**src/rtl/ttl_74298_capture_sched.sv**
```systemverilog
// rtl/ttl_74298_capture_sched.sv - capture scheduler for one SN74LS298-style mux latch (option macro: MUX298_SCHED_RR_EN)
module ttl_74298_capture_sched #(
  parameter int STROBE_W = 1,
  parameter int MIN_GAP  = 1
) (
  input  logic clk,
  input  logic VIDEO_RSTn,
  input  logic en,
  input  logic req_a,
  input  logic req_b,
  output logic ack_a,
  output logic ack_b,
  output logic ws,
  output logic cen,
  output logic cap_valid,
  output logic cap_owner
);

  typedef enum logic [1:0] {
    IDLE   = 2'd0,
    STROBE = 2'd1,
    GAP    = 2'd2
  } state_t;

  localparam logic [3:0] STROBE_LOAD = 4'(STROBE_W - 1);
  localparam logic [3:0] GAP_LOAD    = 4'(MIN_GAP - 1);

  state_t     state;
  logic [3:0] cnt;
  logic       grant_ok;
  logic       decide;
  logic       take;
  logic       win;

  assign grant_ok = en && (req_a || req_b);
  // Decision edges: any IDLE cycle, or the last cycle of the recovery gap.
  assign decide   = (state == IDLE) || ((state == GAP) && (cnt == 4'd0));
  assign take     = grant_ok && decide;

`ifdef MUX298_SCHED_RR_EN
  logic rr_ptr;

  // Winner: pointer breaks ties, a lone requester always wins.
  always_comb begin
    win = req_b;
    if (req_a && req_b) win = rr_ptr;
  end

  // Pointer flips to the other source after every grant.
  always_ff @(posedge clk or negedge VIDEO_RSTn) begin
    if (!VIDEO_RSTn) rr_ptr <= 1'b0;
    else if (take)   rr_ptr <= ~win;
  end
`else
  // Winner: A takes every tie, B only when A is not requesting.
  always_comb begin
    win = !req_a;
  end
`endif

  // Strobe sequencer; every output is a register so req never reaches an output combinationally.
  always_ff @(posedge clk or negedge VIDEO_RSTn) begin
    if (!VIDEO_RSTn) begin
      state     <= IDLE;
      cnt       <= 4'd0;
      cen       <= 1'b1;
      ws        <= 1'b0;
      ack_a     <= 1'b0;
      ack_b     <= 1'b0;
      cap_valid <= 1'b0;
      cap_owner <= 1'b0;
    end else begin
      ack_a     <= 1'b0;
      ack_b     <= 1'b0;
      // The latch captures at the edge ending the ack cycle, so Q is new from the next cycle.
      cap_valid <= ack_a | ack_b;
      if (ack_a || ack_b) cap_owner <= ws;

      case (state)
        IDLE: begin
          cen <= 1'b1;
          if (take) begin
            state <= STROBE;
            ws    <= win;
            cen   <= 1'b0;
            ack_a <= !win;
            ack_b <= win;
            cnt   <= STROBE_LOAD;
          end
        end
        STROBE: begin
          if (cnt == 4'd0) begin
            state <= GAP;
            cen   <= 1'b1;
            cnt   <= GAP_LOAD;
          end else begin
            cnt <= cnt - 4'd1;
          end
        end
        GAP: begin
          if (cnt != 4'd0) begin
            cnt <= cnt - 4'd1;
          end else if (take) begin
            // Gap already gave cen at least one high cycle, so this is a clean falling edge.
            state <= STROBE;
            ws    <= win;
            cen   <= 1'b0;
            ack_a <= !win;
            ack_b <= win;
            cnt   <= STROBE_LOAD;
          end else begin
            state <= IDLE;
          end
        end
        default: begin
          state <= IDLE;
          cen   <= 1'b1;
        end
      endcase
    end
  end

endmodule
```
**config.mk**
```make
export PLATFORM = sky130hd
export DESIGN_NAME = ttl_74298_capture_sched
export DESIGN_NICKNAME = d
export VERILOG_FILES = /design/src/rtl/ttl_74298_capture_sched.sv
export SDC_FILE = /design/constraint.sdc
export NUM_CORES = 1
export LEC_CHECK = 0
export ABC_CLOCK_PERIOD_IN_PS = 5000
export BUFFER_PORTS_ARGS = -buffer_cell sky130_fd_sc_hd__buf_2
export CORE_UTILIZATION = 34
export CTS_CLUSTER_SIZE = 8
export DETAILED_ROUTE_END_ITERATION = 10
export MAX_ROUTING_LAYER = met4
export PLACE_DENSITY = 0.64
export SYNTH_ARGS = -nofsm -noshare
export SYNTH_HDL_FRONTEND = slang
export SYNTH_SLANG_ARGS = --single-unit
```
**constraint.sdc**
```tcl
create_clock -name clk -period 5 [get_ports clk]
set_input_delay 0 -clock clk [delete_from_list [all_inputs] [get_ports clk]]
set_output_delay 0 -clock clk [all_outputs]
set_load 0.03 [all_outputs]
```
==> results of run 1 <==
-- worst max-delay path by stage --
| stage | from | to | slack [ns] | cells after the start |
|---|---|---|---|---|
| after floorplan | cnt[0]$_DFFE_PN0P_ | state[1]$_DFFE_PN0P_ | 3.33 | 6 |
| after global placement | cnt[0]$_DFFE_PN0P_ | state[1]$_DFFE_PN0P_ | 3.29 | 6 |
| after detailed placement | cnt[0]$_DFFE_PN0P_ | state[1]$_DFFE_PN0P_ | 3.24 | 6 |
| after CTS | cnt[0]$_DFFE_PN0P_ | state[1]$_DFFE_PN0P_ | 3.22 | 6 |
| after global routing | cnt[0]$_DFFE_PN0P_ | state[1]$_DFFE_PN0P_ | 3.14 | 6 |
| final | cnt[0]$_DFFE_PN0P_ | state[1]$_DFFE_PN0P_ | 3.23 | 6 |
-- repair_timing --
item,4_1_cts,5_1_grt
endpoints found under the hold margin,15,0
resized for setup,0,0
hold buffers,2,0
-- cell usage in the layout (no fill, tap or decap) --
cell	count
or2_1	2
nand2b_1	1
nor2_1	2
o22ai_1	1
ha_1	6
nand4bb_1	1
dlygate4sd3_1	2
a21oi_1	6
clkbuf_8	1
and2_1	1
mux2_2	1
a222oi_1	1
a21oi_2	1
inv_1	7
o2bb2ai_1	3
nor2b_1	1
buf_2	10
o21ai_1	1
mux2_1	1
a21o_1	1
nor3_1	2
o211ai_1	1
or3_1	1
or3b_4	1
mux2i_1	2
dfrtp_1	11
o21bai_1	1
o21a_1	1
clkbuf_4	3
nand2_1	1
o21ai_0	1
dfstp_2	1
-- stage by stage --
stage | area (sq um) | std cells | setup slack (ns) | hold slack (ns) | total power, mW
floorplan | 648.1 | 60 | 3.327 | -0.2956 | 0.3607
global placement | 729.5 | 95 | 3.294 | -0.1082 | 0.4111
detailed placement | 729.5 | 95 | 3.239 | -0.1058 | 0.4155
CTS | 785.8 | 101 | 3.225 | 0.1266 | 0.4981
global route | 785.8 | 101 | 3.143 | 0.1503 | 0.5374
finish | 785.8 | 101 | 3.233 | 0.1226 | 0.4951
-- logic make-up (layout without fill, tap and decap cells) --
logic type / Yosys count / count (layout) / share of synthesized area (%)
AOI/OAI and AO/OA: 18 / 18 / 18.73
and+or+nand+nor: 13 / 13 / 12.55
DFF: 12 / 12 / 46.53
buffers and inverters: 7 / 23 / 4.055
adders and majority gates: 6 / 6 / 11.58
muxes: 4 / 4 / 6.564
-- registers in the layout (all words and copies together) (netlist names) --
signal     flops
ack_a          1
state          2
ws             1
cnt            4
cen            1
ack_b          1
cap_owner      1
cap_valid      1
-- Yosys cell counts --
| cell type | count |
|---|---|
| or3_1 | 1 |
| nand2_1 | 1 |
| a21oi_2 | 1 |
| o21ai_1 | 1 |
| o21a_1 | 1 |
| and2_1 | 1 |
| nor2b_1 | 1 |
| mux2_2 | 1 |
| o21ai_0 | 1 |
| a21o_1 | 1 |
| ha_1 | 6 |
| or3b_4 | 1 |
| nand2b_1 | 1 |
| inv_1 | 7 |
| o2bb2ai_1 | 3 |
| nand4bb_1 | 1 |
| mux2i_1 | 2 |
| dfstp_2 | 1 |
| o21bai_1 | 1 |
| dfrtp_1 | 11 |
| a21oi_1 | 6 |
| nor2_1 | 2 |
| a222oi_1 | 1 |
| or2_1 | 2 |
| o211ai_1 | 1 |
| nor3_1 | 2 |
| mux2_1 | 1 |
| o22ai_1 | 1 |
-- worst register-to-register path: stages (launching register included) --
cell,delay [ns]
dfrtp_1,0.38
inv_1,0.08
ha_1,0.19
or3b_4,0.40
o21a_1,0.14
a21oi_2,0.14
mux2_1,0.33
-- where the power goes --
group,switching [mW],total [mW],internal [mW]
clock network,0.0336,0.0780,0.0443
logic,0.150,0.261,0.110
registers,0.0235,0.156,0.133
-- layout make-up --
type	count	share of cell area, %
clock buffer	4	4.618
inverter	7	3.344
multi-input combinational	41	40.76
sequential	12	38.38
tap	25	3.981
timing repair buffer	12	8.917
-- per-layer routing --
layer  part of all wire, %  vias up  routed length, um  track usage (%)
li1                      -      248                  -                -
met1                    47      228                569            15.59
met2                    45       15                549            22.00
met3                   6.1        2                 74            7.937
met4                   1.5        0                 18            8.485
met5                     0        -                  0                -
==> flow_summary.yaml, run 1 <==
status:
  outcome: "finished clean"
logic_synthesis:
  yosys.area.top_type: "dfrtp_1"
  syn_inst: 60
  ys_ff_latch: 12
  synth_warnings: 0
  syn_nets: 71
  yosys.area.top_type_share_pct: 42.47
  seq_area_frac_synth_pct: 46.53
  yosysUniqueCellTypes: 28
  synth_area_leaders: "dfrtp_1 (42%), ha_1 (12%), a21oi_1 (4.6%), dfstp_2 (4.1%), inv_1 (4.1%)"
  syn_area_sq_um: 648.1
  syn_avg_cell_area_sq_um: 10.80
timing:
  fmax_mhz: 566.1
  setup_tns_ns: 0
  final-hold-violation-count: 0
  setup_viol_count_final: 0
  fin_crit_sh_pct: 35.33
  slew_headroom_pct: 71.00
  fin_crit_ns: 1.767
  skew_ns: 0.0006242
  rsz0062_at_grt: "false"
  final_max_slew_viol_count: 0
  tightest_slew_ns: 0.4321
floorplanning:
  chipWidth_um: 45.66
  ios: 11
  coreArea_sq_um: 1764
  initial_core_util_pct: 36.74
  die_area_sq_um: 2085
  rows: 15
  die-height_um: 45.66
setup_path:
  crit_path_start_kind: "register"
  critical_path_buf_inv_count: 1
  ff2ff_setup_slack_ns: 3.23
  required_ns: 5.16
  arrival_ns: 1.93
  crit_type: "reg -> reg"
  crit_fanout: 4
  r2r-start: "cnt[0]$_DFFE_PN0P_"
  reg2reg_depth: 6
  crit_chain: "inv_1 > ha_1 > or3b_4 > o21a_1 > a21oi_2 > mux2_1"
  crit_family: "simple AND/OR/NAND/NOR gates"
  cp_slowest_cell: "or3b_4"
  slowest_delay_ns: 0.40
  timing.rr.end: "state[1]$_DFFE_PN0P_"
  end_kind: "register"
grt:
  antenna_found_initial: 0
  grt.total_usage_pct: 14.86
  grt_max_degree: 13
  grt_pass1_vias: 485
  grt_pass1_wl_mm: 2.007
  grt-ovfl-total: 0
power_and_ir_drop:
  power.density_nw_per_um2: 630.2
  leakagePower_nw: 0.3944
  ir_drop_v: 0.0003459
clock_tree:
  cts_htree_levels: 1
  cts_made_buffers: 3
  clk_pin_slew_worst_paths_ns: 0.08
  clockBufferDepth: 2
  cts_tree: "done"
  post-cts-setup-buffer-count: 0
  clk-insertion-delay-late_ns: 0.28
  clock_sinks: 12
  cts-root-buf: "clkbuf_4"
drt:
  first_pass_iters: 4
  drc: 0
  vias: 493
  ant_nets: 0
  drt-total-wl_mm: 1.211
  drt_iter0_markers: 8
  drt-vias-per-instance: 4.881
  wl_per_cell_um: 11.99
run:
  maxCapViolCount: 0
final_layout:
  drive_above_1_share_pct: 23.68
  post-route-util_pct: 44.54
  num_antenna_cells: 0
  register_area_sq_um: 301.5
  area_delta_synth_final_pct: 21.24
  nets: 88
  fillerInstances: 178
  multi_input_area_sq_um: 320.3
place:
  numPortBuffers: 10
  gp_congestion: 0.8115
  dp_hpwl_um: 872.4
hold_path:
  hp-class: "in -> async"
Power figures use the tool's default switching activity.
==> run 2: changes to the inputs <==
ABC_CLOCK_PERIOD_IN_PS = 1700   (was 5000)
clock period = 1.7 ns   (was 5 ns; I/O delays follow)
==> run 2 against run 1 <==
Net effect:
- via count grew 7.7%
- design area rose by 10%
- clock skew grew 0.0039 ns
- critical path depth stayed put
- total power increased to 3.4 times the previous value
- critical endpoint unchanged
- final cell count is 7.9% higher
- sequential power grew to 2.9 times the previous value
- clock power grew to 2.9 times the previous value
- non-clock buffer count is 8 higher
==> flow_summary.yaml, run 2 (same netlist as run 1, synthesis figures left out) <==
power_and_ir_drop:
  combPwrFrac_pct: 59.2
  power.density_nw_per_um2: 1928
  p_int_mw: 1.007
  switching_share_pct: 39.61
  p_sw_mw: 0.6602
  ir_drop_v: 0.001330
  clkPwrFrac_pct: 13.5
  leakagePower_nw: 0.4345
  power_frac_seq_pct: 27.4
drt:
  drt-vias-per-instance: 4.872
  first_pass_iters: 4
  drt-total-wl_mm: 1.325
  drt_iter0_markers: 12
  drc: 0
  ant_nets: 0
  wl_per_cell_um: 12.16
  vias: 531
final_layout:
  num_antenna_cells: 0
  mostFrequentLayoutCells: "dfrtp_1 (11), buf_2 (10), buf_4 (8), a21oi_1 (6), inv_1 (5)"
  largest_register_ffs: 4
  area_delta_synth_final_pct: 33.40
  regMostFlops: "cnt"
  final_common_cell: "dfrtp_1"
  drive_above_1_share_pct: 36.90
  reg_top3: "cnt x4, state x2"
  fillerInstances: 178
  nets: 96
grt:
  grt_max_degree: 13
  grt_pass1_wl_mm: 2.132
  antenna_found_initial: 0
  grt.total_usage_pct: 16.04
  grt_pass1_vias: 490
  grt-ovfl-total: 0
hold_path:
  hp-class: "in -> async"
floorplanning:
  initial_core_util_pct: 36.74
  chipWidth_um: 45.66
  rows: 15
  ios: 11
  die_area_sq_um: 2085
  die-height_um: 45.66
  coreArea_sq_um: 1764
setup_path:
  required_ns: 1.86
  timing.rr.end: "state[1]$_DFFE_PN0P_"
  r2r-start: "cnt[1]$_DFFE_PN0P_"
  ff2ff_setup_slack_ns: 0.02
  crit_path_start_kind: "register"
  arrival_ns: 1.84
  end_kind: "register"
  crit_fanout: 2
  reg2reg_depth: 6
  crit_type: "reg -> reg"
timing:
  rsz0062_at_grt: "true"
  slew_headroom_pct: 68.88
  tightest_slew_ns: 0.4638
  skew_ns: 0.004502
  final_max_slew_viol_count: 0
  fin_crit_sh_pct: 98.55
  fin_crit_ns: 1.675
  setup_tns_ns: 0
  final-hold-violation-count: 0
  holdWs_ns: 0.1312
  fmax_mhz: 596.9
  setup_viol_count_final: 0
clock_tree:
  cts_made_buffers: 3
  cts_htree_levels: 1
  clock_sinks: 12
  clk-insertion-delay-late_ns: 0.27
  cts_tree: "done"
  clk_pin_slew_worst_paths_ns: 0.08
  cts-root-buf: "clkbuf_4"
  clockBufferDepth: 2
status:
  outcome: "finished clean"
place:
  dp_hpwl_um: 951
  gp_congestion: 0.8312
  numPortBuffers: 10
run:
  maxCapViolCount: 0
==> run 2: changes by cell type in the layout (fill, tap and decap cells not counted), sizes merged <==
cell | before | now
buf | 10 | 18
==> run 2: how the worst max path moves through the flow <==
stage	endpoint	slack, ns	cells after the start	from
CTS	state[1]$_DFFE_PN0P_	0.0004	6	cnt[0]$_DFFE_PN0P_
global route	state[1]$_DFFE_PN0P_	-0.02	6	cnt[1]$_DFFE_PN0P_
detailed placement	state[1]$_DFFE_PN0P_	-0.002	6	cnt[0]$_DFFE_PN0P_
global placement	state[1]$_DFFE_PN0P_	0.06	6	cnt[1]$_DFFE_PN0P_
floorplan	state[1]$_DFFE_PN0P_	0.03	6	cnt[0]$_DFFE_PN0P_
finish	state[1]$_DFFE_PN0P_	0.02	6	cnt[1]$_DFFE_PN0P_
==> run 2: cell type report <==
| type | count | area (sq um) | area share (%) |
|---|---|---|---|
| Tap cell | 25 | 31.28 | 3.618 |
| Timing Repair Buffer | 20 | 130.1 | 15.05 |
| Multi-Input combinational cell | 41 | 339.1 | 39.22 |
| Sequential cell | 12 | 301.5 | 34.88 |
| Inverter | 7 | 26.28 | 3.039 |
| Clock buffer | 4 | 36.28 | 4.197 |
==> run 2: layer usage <==
| layer | vias to the layer above | global-route usage (%) | share of wire, % |
|---|---|---|---|
| met5 | - | - | 0 |
| met4 | 0 | 5.455 | 2.0 |
| met3 | 2 | 7.143 | 5.8 |
| met2 | 16 | 24.29 | 49 |
| met1 | 254 | 18.77 | 43 |
| li1 | 259 | - | - |
==> run 2: repair_timing <==
action,CTS,global route
setup endpoints to repair,1,3
pin swaps,0,2
cloned,0,0
hold buffers,2,0
hold endpoints to repair,15,0
resized for setup,1,5
buffers inserted,1,2
==> run 2: through the flow <==
step                      total power [mW]  instance area, sq um  setup WS [ns]  instances  util (%)
final                                1.667                 864.6        0.02468        109     49.01
after global routing                 1.795                 864.6       -0.01607        109     49.01
after CTS                            1.606                 834.6      0.0004203        107     47.31
after detailed placement             1.331                 767.0      -0.002478        100     43.48
after global placement               1.314                 767.0        0.06382        100     43.48
after floorplan                      1.061                 648.1        0.02689         60         -
==> run 2: critical path: stages (launching register included) <==
cell,delay [ns]
dfrtp_1,0.39
inv_2,0.08
ha_4,0.13
or3b_4,0.37
o21a_1,0.13
a21oi_2,0.15
mux2_4,0.32
==> run 2: power groups by stage <==
| stage | logic (mW) | clock network [mW] | registers [mW] |
|---|---|---|---|
| after floorplan | 0.504 | 0 | 0.557 |
| after global placement | 0.856 | 0 | 0.458 |
| after detailed placement | 0.870 | 0 | 0.461 |
| after CTS | 0.917 | 0.234 | 0.456 |
| after global routing | 1.08 | 0.248 | 0.471 |
| final | 0.986 | 0.225 | 0.456 |
